## src/rtl/div_unit_pkg.sv

```systemverilog
// Shared types and constants for the multi-cycle integer divider.
// State encodings, the reset value of the result, and the decode funct codes that drive start/signed_div.
package div_unit_pkg;

   localparam int DIV_WIDTH = 32;

   typedef enum logic [1:0] {
      DIV_IDLE  = 2'b00,
      DIV_BUSY  = 2'b01,
      DIV_DZERO = 2'b10,
      DIV_DONE  = 2'b11
   } div_state_e;

   localparam logic [63:0] DIV_RESULT_ZERO = 64'b0;

   localparam logic [5:0] EXE_DIV  = 6'b011010;
   localparam logic [5:0] EXE_DIVU = 6'b011011;

endpackage

```

## src/rtl/div_step.sv

```systemverilog
// One restoring radix-2 division step. This block is purely combinational.
// The divider instantiates it once and reuses it on every BUSY cycle.
module div_step #(
   parameter int WIDTH = 32
) (
   input  logic [WIDTH-1:0] rem_in,
   input  logic [WIDTH-1:0] divisor,
   input  logic             dividend_bit,
   output logic [WIDTH-1:0] rem_out,
   output logic             q_bit
);

   logic [WIDTH:0] shifted_s;
   logic [WIDTH:0] diff_s;

   // Both candidates fit in WIDTH bits because rem_in is always below the divisor.
   assign shifted_s = {rem_in, dividend_bit};
   assign diff_s    = shifted_s - {1'b0, divisor};
   assign q_bit     = (shifted_s >= {1'b0, divisor});
   assign rem_out   = q_bit ? diff_s[WIDTH-1:0] : shifted_s[WIDTH-1:0];

endmodule

```

## src/rtl/div_unit.sv

```systemverilog
// Multi-cycle DIV/DIVU unit. It produces {remainder, quotient} for HI/LO and stalls the pipeline while it works.
// Optional macro DIV_BYZERO_FLAG_EN adds the div_zero output.
module div_unit
   import div_unit_pkg::*;
#(
   parameter int WIDTH = DIV_WIDTH
) (
   input  logic               clk,
   input  logic               resetn,
   input  logic               start,
   input  logic               signed_div,
   input  logic [WIDTH-1:0]   opdata1,
   input  logic [WIDTH-1:0]   opdata2,
   input  logic               annul,
   output logic [2*WIDTH-1:0] result,
   output logic               ready,
   output logic               stall
`ifdef DIV_BYZERO_FLAG_EN
   ,
   output logic               div_zero
`endif
);

   localparam int CNT_W = $clog2(WIDTH);

   // The most negative value maps to 2^(WIDTH-1). Read as unsigned, that is exact.
   function automatic logic [WIDTH-1:0] magnitude(input logic [WIDTH-1:0] v, input logic is_signed);
      if (is_signed && v[WIDTH-1]) begin
         magnitude = {WIDTH{1'b0}} - v;
      end else begin
         magnitude = v;
      end
   endfunction

   function automatic logic [WIDTH-1:0] apply_sign(input logic [WIDTH-1:0] v, input logic neg);
      if (neg) begin
         apply_sign = {WIDTH{1'b0}} - v;
      end else begin
         apply_sign = v;
      end
   endfunction

   div_state_e         state_r, next_s;
   logic [CNT_W-1:0]   cnt_r;
   logic [WIDTH-1:0]   dvd_r;
   logic [WIDTH-1:0]   rem_r;
   logic [WIDTH-1:0]   dvs_r;
   logic [WIDTH-1:0]   raw_dvd_r;
   logic               neg_q_r;
   logic               neg_rem_r;
   logic [2*WIDTH-1:0] result_r;
   logic               ready_r;
   logic               accept_s;
   logic               step_q_s;
   logic [WIDTH-1:0]   step_rem_s;
   logic [WIDTH-1:0]   final_q_s;

   div_step #(.WIDTH(WIDTH)) u_step (
      .rem_in       (rem_r),
      .divisor      (dvs_r),
      .dividend_bit (dvd_r[WIDTH-1]),
      .rem_out      (step_rem_s),
      .q_bit        (step_q_s)
   );

   // dvd_r doubles as the quotient register. Dividend bits shift out of the top, and quotient bits enter at the bottom.
   assign final_q_s = {dvd_r[WIDTH-2:0], step_q_s};

   // FSM state register
   always_ff @(posedge clk or negedge resetn) begin
      if (!resetn) begin
         state_r <= DIV_IDLE;
      end else begin
         state_r <= next_s;
      end
   end

   // Next-state, stall and operand-accept decode
   always_comb begin
      next_s   = state_r;
      stall    = 1'b0;
      accept_s = 1'b0;
      case (state_r)
         DIV_IDLE: begin
            stall = start;
            if (start && !annul) begin
               accept_s = 1'b1;
               if (opdata2 == {WIDTH{1'b0}}) begin
                  next_s = DIV_DZERO;
               end else begin
                  next_s = DIV_BUSY;
               end
            end else begin
               next_s = DIV_IDLE;
            end
         end
         DIV_BUSY: begin
            stall = 1'b1;
            if (annul) begin
               next_s = DIV_IDLE;
            end else if (cnt_r == CNT_W'(WIDTH - 1)) begin
               next_s = DIV_DONE;
            end else begin
               next_s = DIV_BUSY;
            end
         end
         DIV_DZERO: begin
            stall = 1'b1;
            if (annul) begin
               next_s = DIV_IDLE;
            end else begin
               next_s = DIV_DONE;
            end
         end
         DIV_DONE: begin
            next_s = DIV_IDLE;
         end
         default: begin
            next_s = DIV_IDLE;
         end
      endcase
   end

   // Operand capture, iteration and result registers
   always_ff @(posedge clk or negedge resetn) begin
      if (!resetn) begin
         cnt_r     <= {CNT_W{1'b0}};
         dvd_r     <= {WIDTH{1'b0}};
         rem_r     <= {WIDTH{1'b0}};
         dvs_r     <= {WIDTH{1'b0}};
         raw_dvd_r <= {WIDTH{1'b0}};
         neg_q_r   <= 1'b0;
         neg_rem_r <= 1'b0;
         result_r  <= DIV_RESULT_ZERO[2*WIDTH-1:0];
         ready_r   <= 1'b0;
      end else begin
         ready_r <= (next_s == DIV_DONE);
         if (accept_s) begin
            cnt_r     <= {CNT_W{1'b0}};
            dvd_r     <= magnitude(opdata1, signed_div);
            dvs_r     <= magnitude(opdata2, signed_div);
            rem_r     <= {WIDTH{1'b0}};
            raw_dvd_r <= opdata1;
            neg_q_r   <= signed_div & (opdata1[WIDTH-1] ^ opdata2[WIDTH-1]);
            neg_rem_r <= signed_div & opdata1[WIDTH-1];
         end else if (state_r == DIV_BUSY && !annul) begin
            dvd_r <= final_q_s;
            rem_r <= step_rem_s;
            cnt_r <= cnt_r + CNT_W'(1);
         end
         if (state_r == DIV_BUSY && next_s == DIV_DONE) begin
            result_r <= {apply_sign(step_rem_s, neg_rem_r), apply_sign(final_q_s, neg_q_r)};
         end else if (state_r == DIV_DZERO && next_s == DIV_DONE) begin
            result_r <= {raw_dvd_r, {WIDTH{1'b1}}};
         end
      end
   end

`ifdef DIV_BYZERO_FLAG_EN
   logic div_zero_r;

   // Divide-by-zero flag, valid alongside the DONE cycle entered from DZERO
   always_ff @(posedge clk or negedge resetn) begin
      if (!resetn) begin
         div_zero_r <= 1'b0;
      end else begin
         div_zero_r <= (state_r == DIV_DZERO) && (next_s == DIV_DONE);
      end
   end

   assign div_zero = div_zero_r;
`endif

   // A late annul still suppresses the completion pulse.
   assign result = result_r;
   assign ready  = ready_r & ~annul;

endmodule

```

## config.mk

```make
export PLATFORM = sky130hd
export DESIGN_NAME = div_unit
export DESIGN_NICKNAME = d
export VERILOG_FILES = /design/src/rtl/div_unit_pkg.sv /design/src/rtl/div_step.sv /design/src/rtl/div_unit.sv
export SDC_FILE = /design/constraint.sdc
export NUM_CORES = 1
export LEC_CHECK = 0
export CAP_MARGIN = 30
export CORE_MARGIN = 2
export CORE_UTILIZATION = 35
export CTS_BUF_LIST = sky130_fd_sc_hd__clkbuf_16
export DETAILED_ROUTE_END_ITERATION = 8
export PLACE_DENSITY = 0.5
export SLEW_MARGIN = 20
export SYNTH_ARGS = -nofsm -noshare
export SYNTH_HDL_FRONTEND = slang
export SYNTH_SLANG_ARGS = --single-unit
```

## constraint.sdc

```tcl
create_clock -name clk -period 6.4 [get_ports clk]
set_input_delay 1.6 -clock clk [delete_from_list [all_inputs] [get_ports clk]]
set_output_delay 1.6 -clock clk [all_outputs]
set_load 0.05 [all_outputs]
```

# --- After elaboration in Yosys (flattened, before gate mapping) ---
# Index checks and enable logic that the tools add are counted.
op_classes:
  n_addsub: 6
  multipliers: 0
  n_div: 0
  n_lt_le_gt_ge: 1
  n_eq_ne: 5
  n_shift: 0
  n_mux: 22
  n_bitwise: 5
  reduce_logical: 12
ops:
  columns: ["cell", "count"]
  rows:
  - ["$mux 32", 9]
  - ["$mux 64", 2]
  - ["$sub 1x32->32 const A", 4]
  - ["$ge 33x32->1", 1]
  - ["$logic_not 32->1", 1]
  - ["$sub 32x32->32", 1]
  - ["$mux 2", 5]
  - ["$mux 5", 2]
  - ["$pmux 2 s4", 1]
  - ["$eq 2x2->1 const B", 3]
  - ["$logic_and 1x1->1", 6]
  - ["$add 5x1->5 const B", 1]
  - ["$eq 5x5->1 const B", 1]
  - ["$reduce_bool 2->1", 2]
  - ["$and 1x1->1", 3]
  - ["$eq 2x1->1 const B", 1]
  - ["$logic_not 2->1", 1]
  - ["$mux 1", 2]
  - ["$pmux 1 s2", 1]
  - ["$reduce_or 2->1", 1]
  - ["$logic_not 1->1", 1]
  - ["$not 1->1", 1]
  - ["$xor 1x1->1", 1]
totals:
  register_bits: 202
  latchBits: 0
  ramBits: 0
  mem_bits_ro: 0
  input_bits: 69
  out_inout_bits: 66
  elab_cells: 61
  n_memories: 0

# --- Longest topological paths before layout ---
# Gate-level depths: netlist (run 1).
logic_depth:
  depth_word: 8
  mapped_depth: 22
  depth_no_buf: 18

# --- Hierarchy ---
# From an unflattened synthesis (run 1), not the netlist that was laid out.
unflattened:
  hier_cells: 1612
  hier_area_um2: 13482.9
modules_own_cells:
  columns: ["module", "instances", "cells_per_inst", "area_per_inst_um2", "seq_area_each_um2"]
  rows:
  - ["div_unit", 1, 1279, 11056.9, 5054.8]
  - ["div_step", 1, 333, 2426.1, 0.0]

# --- Least setup slack after synthesis (run 1) ---
# OpenSTA, ideal clock, no wires.
synth_path:
  path_type: "register to register"
  start: "register rem_r[24]"
  end: "register result_r[54] (netlist: result[54])"
  setup_ps: 83
  arrival_ps: 5165
  required_time_ps: 6317
  path_slack_ps: 1153
  stages_incl_launch_ff: 22
  n_path_buf: 4
  synth_period_minus_slack_ps: 5247
  cell_sequence: "dfrtp_1 -> ha_1 -> clkbuf_1 -> nand4_1 -> nor4_1 -> or4bb_1 -> o2111ai_1 -> or2_4 -> clkbuf_1 -> buf_1 -> clkbuf_1 -> nand2_1 -> o21ai_0 -> ha_1 -> inv_1 -> nor4b_1 -> and4_1 -> a41oi_1 -> o41ai_1 -> xnor2_1 -> mux2i_1 -> o21ai_0"
synth_between:
  elab_chain_cells: 5
synth_rtl:
  columns: ["item", "line_no", "source"]
  rows:
  - ["start, declared", "div_unit.sv:46", "logic [WIDTH-1:0] rem_r;"]
  - ["start signal, assigned", "div_unit.sv:129", "rem_r <= {WIDTH{1'b0}};"]
  - ["start signal, assigned", "div_unit.sv:142", "rem_r <= {WIDTH{1'b0}};"]
  - ["start signal, assigned", "div_unit.sv:148", "rem_r <= step_rem_s;"]
  - ["$ge 33x32->1 *", "div_step.sv:19", "assign q_bit = (shifted_s >= {1'b0, divisor});"]
  - ["$mux 32 *", "div_step.sv:20", "assign rem_out = q_bit ? diff_s[WIDTH-1:0] : shifted_s[WIDTH-1:0];"]
  - ["$sub 1x32->32", "div_unit.sv:37", "apply_sign = {WIDTH{1'b0}} - v;"]
  - ["$mux 32 *", "div_unit.sv:36", "if (neg) begin"]
  - ["$mux 64 *", "div_unit.sv:151", "if (state_r == DIV_BUSY && next_s == DIV_DONE) begin"]
  - ["end signal, assigned", "div_unit.sv:134", "result_r <= DIV_RESULT_ZERO[2*WIDTH-1:0];"]
  - ["end signal, assigned", "div_unit.sv:152", "result_r <= {apply_sign(step_rem_s, neg_rem_r), apply_sign(final_q_s, neg_q_r)};"]
  - ["end signal, assigned", "div_unit.sv:154", "result_r <= {raw_dvd_r, {WIDTH{1'b1}}};"]
  - ["end, declared", "div_unit.sv:51", "logic [2*WIDTH-1:0] result_r;"]
# Mark *: on every way between the ends. The rest lies on a longest branch, timed or not.
# A chain may end at the register's enable or synchronous reset.

# --- Worst setup path in the final report (run 1) ---
layout_path:
  start: "register rem_r[21]"
  end: "register result_r[54] (netlist: result[54])"
layout_between:
  elab_chain_cells: 5
  word_cells_on_any_way: 6
  classes_between: "2 x add/sub; 1 x order compare; 3 x mux"
layout_rtl:
  columns: ["item", "line_no"]
  rows:
  - ["$sub 32x32->32 or $ge 33x32->1 (tied branches)", "div_step.sv:18, div_step.sv:19"]
  - ["$mux 32 *", "div_step.sv:20"]
  - ["$sub 1x32->32", "div_unit.sv:37"]
  - ["$mux 32 *", "div_unit.sv:36"]
  - ["$mux 64 *", "div_unit.sv:151"]
# Marks and branches as above.

==> results of run 1 <==
## registers in the layout (all words and copies together), names as in the netlist, 2 cells and up
signal	count
dvd_r	32
raw_dvd_r	32
cnt_r	5
dvs_r	32
state_r	2
rem_r	32
result	64
## worst max-delay path, stage by stage, from the launching register on
cell and delay, ns:
dfrtp_1 0.43, ha_1 0.53, nand4_1 0.25, nor4_1 0.48, or4bb_1 0.43, o2111ai_1 0.13
or2_4 0.27, inv_1 0.09, mux2i_1 0.24, ha_1 0.21, inv_1 0.07, nor4b_1 0.30
buf_4 0.18, and4_1 0.23, a41oi_1 0.26, o41ai_1 0.55, xnor2_1 0.18, mux2i_1 0.10
o21ai_0 0.15
## layout by cell type, fill, tap and decap left out, drive strengths merged, types with 29 or more instances in the layout
| master | Yosys | final |
|---|---|---|
| ha | 42 | 42 |
| inv | 61 | 65 |
| mux2i | 56 | 56 |
| nor2 | 71 | 71 |
| o21ai | 182 | 182 |
| xor2 | 52 | 52 |
| o22a | 29 | 29 |
| nand2 | 282 | 282 |
| a21oi | 90 | 90 |
| dfrtp | 202 | 202 |
| clkdlybuf4s50 | 0 | 133 |
| xnor2 | 90 | 90 |
## power by group through the flow
stage                     Clock [W]  Combinational [W]  Sequential (W)
after floorplan                   0           0.000781         0.00166
after global placement            0            0.00125         0.00162
after detailed placement          0            0.00125         0.00162
after CTS                   0.00156            0.00126         0.00160
after global routing        0.00163            0.00139         0.00162
final                       0.00153            0.00126         0.00160
## worst min path at each step
stage | to | slack [ns] | cells after the start
after floorplan | raw_dvd_r[16] | 0.44 | 2
after global placement | raw_dvd_r[2] | 0.45 | 2
after detailed placement | raw_dvd_r[25] | 0.45 | 2
after CTS | raw_dvd_r[25] | 0.47 | 2
after global routing | raw_dvd_r[25] | 0.49 | 2
final | raw_dvd_r[25] | 0.47 | 2
## cell type report
| type | count | area [um2] |
|---|---|---|
| flip-flops and latches | 202 | 5055 |
| well taps | 511 | 639.4 |
| diodes | 1 | 2.502 |
| fillers | 3854 | 21600 |
| clock buffers | 25 | 625.6 |
| clock inverters | 20 | 250.2 |
| repair buffers | 151 | 1513 |
| multi-input cells | 1228 | 7750 |
| inverters | 61 | 229.0 |
## cell families (layout without fill, tap and decap cells)
family | Yosys count | in the layout
DFF | 202 | 202
and+or+nand+nor | 540 | 540
muxes | 58 | 58
AOI/OAI and AO/OA | 445 | 445
buffers and inverters | 151 | 257
xor gates and xnor gates | 142 | 142
adders and majority gates | 43 | 43
other | 0 | 1
## per-layer routing
metal	GRT usage (%)	vias to the layer above	wire length (um)
li1	-	5782	-
met1	31.59	5681	20750
met2	34.96	320	19290
met3	3.207	46	2780
met4	6.255	2	1074
met5	0	-	12
## cells in the mapped netlist, types with 15 or more instances
cell      count
a21o_1       15
a21oi_1      85
a31oi_1      16
clkbuf_1     68
dfrtp_1     202
ha_1         42
inv_1        60
mux2i_1      56
nand2_1     282
nand3_1      21
nand4_1      17
nor2_1       71
nor3_1       23
o21ai_0     178
o22a_1       29
o31ai_1      26
or3_1        24
or4_1        19
xnor2_1      90
xor2_1       52
## metrics by stage
step / cells / hold slack [ns] / cell area, um2
after global placement: 2151 / 0.4540 / 15130
after detailed placement: 2152 / 0.4545 / 15160
after floorplan: 1581 / 0.4376 / 13370
after CTS: 2197 / 0.4695 / 16030
final: 2199 / 0.4670 / 16060
after global routing: 2198 / 0.4928 / 16060
==> flow_summary.json, run 1 <==
{
  "drt_first_iter_violations": 831,
  "end_kind": "register",
  "relSlewSlack_pct": 33.48,
  "synth_xor_xnor_area_share_pct": 9.299,
  "cp-endpoint": "result[54]",
  "async_reset_ff_share_pct": 100.0,
  "port-buffer-count": 134,
  "worstPathArrival_ns": 5.62,
  "rsz0062_at_grt": "false",
  "start_kind": "register",
  "hp-class": "reg -> reg",
  "syn-num-nets": 1693,
  "p_int_w": 0.002872,
  "required_ns": 6.86,
  "cts_sinks": 202,
  "clkPwrFrac_pct": 34.9,
  "setup-tns-final_ns": 0,
  "muxShareOfSynthArea_pct": 4.360,
  "yosysWarningCount": 0,
  "syn_inst": 1581,
  "slew_viol_final": 0,
  "ys_seq_area_share_pct": 37.80,
  "path_clk_slew_ns": 0.06,
  "cts_resized": 0,
  "holdBufCountCts": 0,
  "area_growth_pct": 20.11,
  "ant_nets": 0,
  "powerDensity_mw_per_mm2": 272.9,
  "yosysTopAreaCell": "dfrtp_1",
  "ff2ff_setup_slack_ns": 1.24,
  "setup-violations-final": 0,
  "critPathMaxFanout": 14,
  "firstDrtPassIters": 5,
  "io_pins": 135,
  "final_nets": 1781,
  "initial_core_util_pct": 35.51,
  "clockBufferDepth": 3,
  "syn_area_per_cell_um2": 8.459,
  "r2r-end": "result[54]",
  "worst_slack_ns": 1.240,
  "dp_hpwl_um": 33470,
  "grt_pass1_wl_um": 67570,
  "seqPwrFrac_pct": 36.4,
  "die_area_mm2": 0.03979,
  "synth_area_mm2": 0.01337,
  "wl_um": 43910,
  "wire_per_inst_um": 19.97,
  "hold_viol": 0,
  "swShare_pct": 34.48,
  "combPwrFrac_pct": 28.6,
  "cts-root-buf": "clkbuf_16",
  "grt_max_degree": 117,
  "reg2reg_depth": 18,
  "synth_top_family_by_area": "compound AO/OA/AOI/OAI gates",
  "ys_types": 77,
  "synth-compound-area-share_pct": 21.08,
  "yosysTopAreaCellShare_pct": 37.80,
  "dp_slack_ns": 1.115,
  "cts_buffers": 25,
  "gp_congestion": 0.8972,
  "cts_max_level": 1,
  "synth_area_leaders": "dfrtp_1, nand2_1, o21ai_0",
  "cts_tree": "yes",
  "switchingPower_w": 0.001511,
  "crit_start": "rem_r[21]",
  "core_mm2": 0.03767,
  "clock_latency_ns": 0.54,
  "rr_startpoint": "rem_r[21]",
  "fin_crit_sh_pct": 80.62,
  "overflow": 0,
  "drive_gt1_share_pct": 5.098,
  "avgViaCountPerCell": 5.380,
  "ir_drop_v": 0.0001582,
  "synth_simple_gate_area_share_pct": 18.95,
  "hold_start": "raw_dvd_r[25]",
  "drc": 0,
  "fp.dieH_um": 199.5,
  "grt_pass1_vias": 11427,
  "row_count": 71,
  "vias": 11831,
  "maxCapViolations": 0,
  "run_status": "finished, final reports clean",
  "ys_seq_elements": 202,
  "final_util_pct": 42.65,
  "p_leak_nw": 6.833,
  "fin_skew_ns": 0.01068,
  "antenna_found_initial": 1,
  "postCtsSetupRepairBufs": 0,
  "grt_usage_pct": 22.16,
  "worstSetupPathType": "reg -> reg",
  "chipWidth_um": 199.5,
  "worstMarginPinSlew_ns": 0.9893,
  "p_total_w": 0.004384,
  "yosys_most_used_dff": "dfrtp_1",
  "synthAdderAreaFrac_pct": 4.079,
  "min_period_ns": 5.160,
  "synth_edf_count": 0,
  "fmax_mhz": 193.8
}
(Power assumes the default switching activity.)
==> run 2, diff against run 1 <==
- PLACE_DENSITY: 0.5 -> 0.52
- clock period: 6.4 -> 4.6 ns (I/O delays scaled with it)
==> run 2 against run 1 <==
  * First-iteration DRC count is 1.4% lower
  * Highest routed layer is now met4
  * Design area is 4.0% higher
  * Final cell count is 3.9% higher
  * Register-to-register slack worse by 1.1 ns
  * Combinational power is 52% higher
  * Count of clock-buffer cells in the layout stayed put
  * Core utilization is 1.7 points higher
==> flow_summary.json, run 2 (synthesis gave the netlist of run 1 again) <==
{
  "fmax_mhz": 223.1,
  "gp_congestion": 0.8853,
  "drive_gt1_share_pct": 10.27,
  "dp_hpwl_um": 33530,
  "worstMarginPinSlew_ns": 0.8164,
  "relSlewSlack_pct": 45.57,
  "cts-root-buf": "clkbuf_16",
  "antenna_found_initial": 0,
  "final_cell_count_no_fill": 2284,
  "drc": 0,
  "final.hold.worst_slack_ns": 0.4731,
  "rsz0062_at_grt": "true",
  "dp_slack_ns": 0.1445,
  "fin_crit_sh_pct": 97.44,
  "die_area_mm2": 0.03979,
  "start_kind": "register",
  "clockBufferDepth": 3,
  "ant_nets": 0,
  "fp.dieH_um": 199.5,
  "min_period_ns": 4.482,
  "wl_um": 43960,
  "cts_sinks": 202,
  "drt_first_iter_violations": 819,
  "p_leak_nw": 7.216,
  "ir_drop_v": 0.0002068,
  "wire_per_inst_um": 19.25,
  "grt_usage_pct": 22.18,
  "hp-class": "reg -> reg",
  "largest_register_ff_count": 64,
  "clock_latency_ns": 0.53,
  "place_inst": 2236,
  "hold_viol": 0,
  "port-buffer-count": 134,
  "cts_max_level": 1,
  "io_pins": 135,
  "hold_start": "raw_dvd_r[17]",
  "critPathMaxFanout": 16,
  "worstSetupPathType": "reg -> reg",
  "grt_pass1_vias": 11610,
  "layout_common_cells": "nand2_1, dfrtp_1, o21ai_0, clkdlybuf4s50_1, buf_4",
  "vias": 12144,
  "powerDensity_mw_per_mm2": 360.6,
  "rr_startpoint": "rem_r[17]",
  "worstPathArrival_ns": 4.90,
  "area_growth_pct": 24.88,
  "firstDrtPassIters": 5,
  "path_clk_slew_ns": 0.06,
  "core_mm2": 0.03767,
  "initial_core_util_pct": 35.51,
  "layout_commonest_cell": "nand2_1",
  "setup-tns-final_ns": 0,
  "fin_skew_ns": 0.009335,
  "r2r-end": "result[57]",
  "diodes": 0,
  "grt_max_degree": 107,
  "chipWidth_um": 199.5,
  "reg2reg_depth": 16,
  "final_nets": 1867,
  "slew_viol_final": 0,
  "overflow": 0,
  "avgViaCountPerCell": 5.317,
  "ff2ff_setup_slack_ns": 0.12,
  "maxCapViolations": 0,
  "grt_pass1_wl_um": 68350,
  "p_total_w": 0.006023,
  "min_to": "raw_dvd_r[17]",
  "end_kind": "register",
  "required_ns": 5.01,
  "worst_slack_ns": 0.1176,
  "run_status": "finished, final reports clean",
  "fillers": 3874,
  "setup-violations-final": 0,
  "cts_tree": "yes",
  "row_count": 71,
  "cts_buffers": 25,
  "hold_depth": 2
}
## run 2: cell type report
class / instances / area, um2 / share of cell area [%]
Clock buffer: 25 / 625.6 / 3.746
Clock inverter: 20 / 142.6 / 0.8541
Inverter: 61 / 229.0 / 1.371
Multi-Input combinational cell: 1228 / 7829 / 46.88
Sequential cell: 202 / 5055 / 30.27
Tap cell: 511 / 639.4 / 3.828
Timing Repair Buffer: 237 / 2181 / 13.06
## run 2: worst max-delay path by stage
stage,start,endpoint
after detailed placement,rem_r[19],result[57]
after floorplan,rem_r[12],result[54]
after CTS,rem_r[19],result[57]
final,rem_r[17],result[57]
after global placement,rem_r[19],result[57]
after global routing,rem_r[7],result[26]
## run 2: per-stage QoR
stage / utilization (%) / area [um2]
global route: 44.34 / 16700
floorplan: - / 13410
CTS: 44.06 / 16590
global placement: 42.02 / 15830
finish: 44.34 / 16700
detailed placement: 42.02 / 15830
## run 2: worst max-delay path, cell delays in order (launching register included)
cell and delay, ns:
dfrtp_1 0.43, ha_2 0.41, nand4_1 0.16, nor4_2 0.35, or4bb_1 0.44, o2111ai_1 0.13
or2_4 0.23, inv_1 0.09, buf_4 0.20, or3_1 0.46, o32ai_2 0.28, nand3_1 0.11
buf_4 0.17, o31ai_2 0.32, mux2i_2 0.37, buf_4 0.17, nand2_1 0.04
## run 2: where the power goes
group          switching [W]  internal, W
clock network       0.000798      0.00109
logic                0.00111     0.000795
registers           0.000217      0.00201
total                0.00213      0.00389
## run 2: what timing repair did
item | in CTS | in global routing
setup endpoints to repair | 0 | 15
hold endpoints to repair | 0 | 0
gates resized for setup | 0 | 13
hold buffers | 0 | 0
buffers inserted | 0 | 1
## run 2: layer usage
metal / routed length [um] / up-vias / GRT usage [%]
met4: 567 / 0 / 3.841
met2: 19290 / 314 / 34.49
met1: 21850 / 5831 / 33.47
li1: - / 5956 / -
met5: 0 / - / 0
met3: 2257 / 43 / 2.346
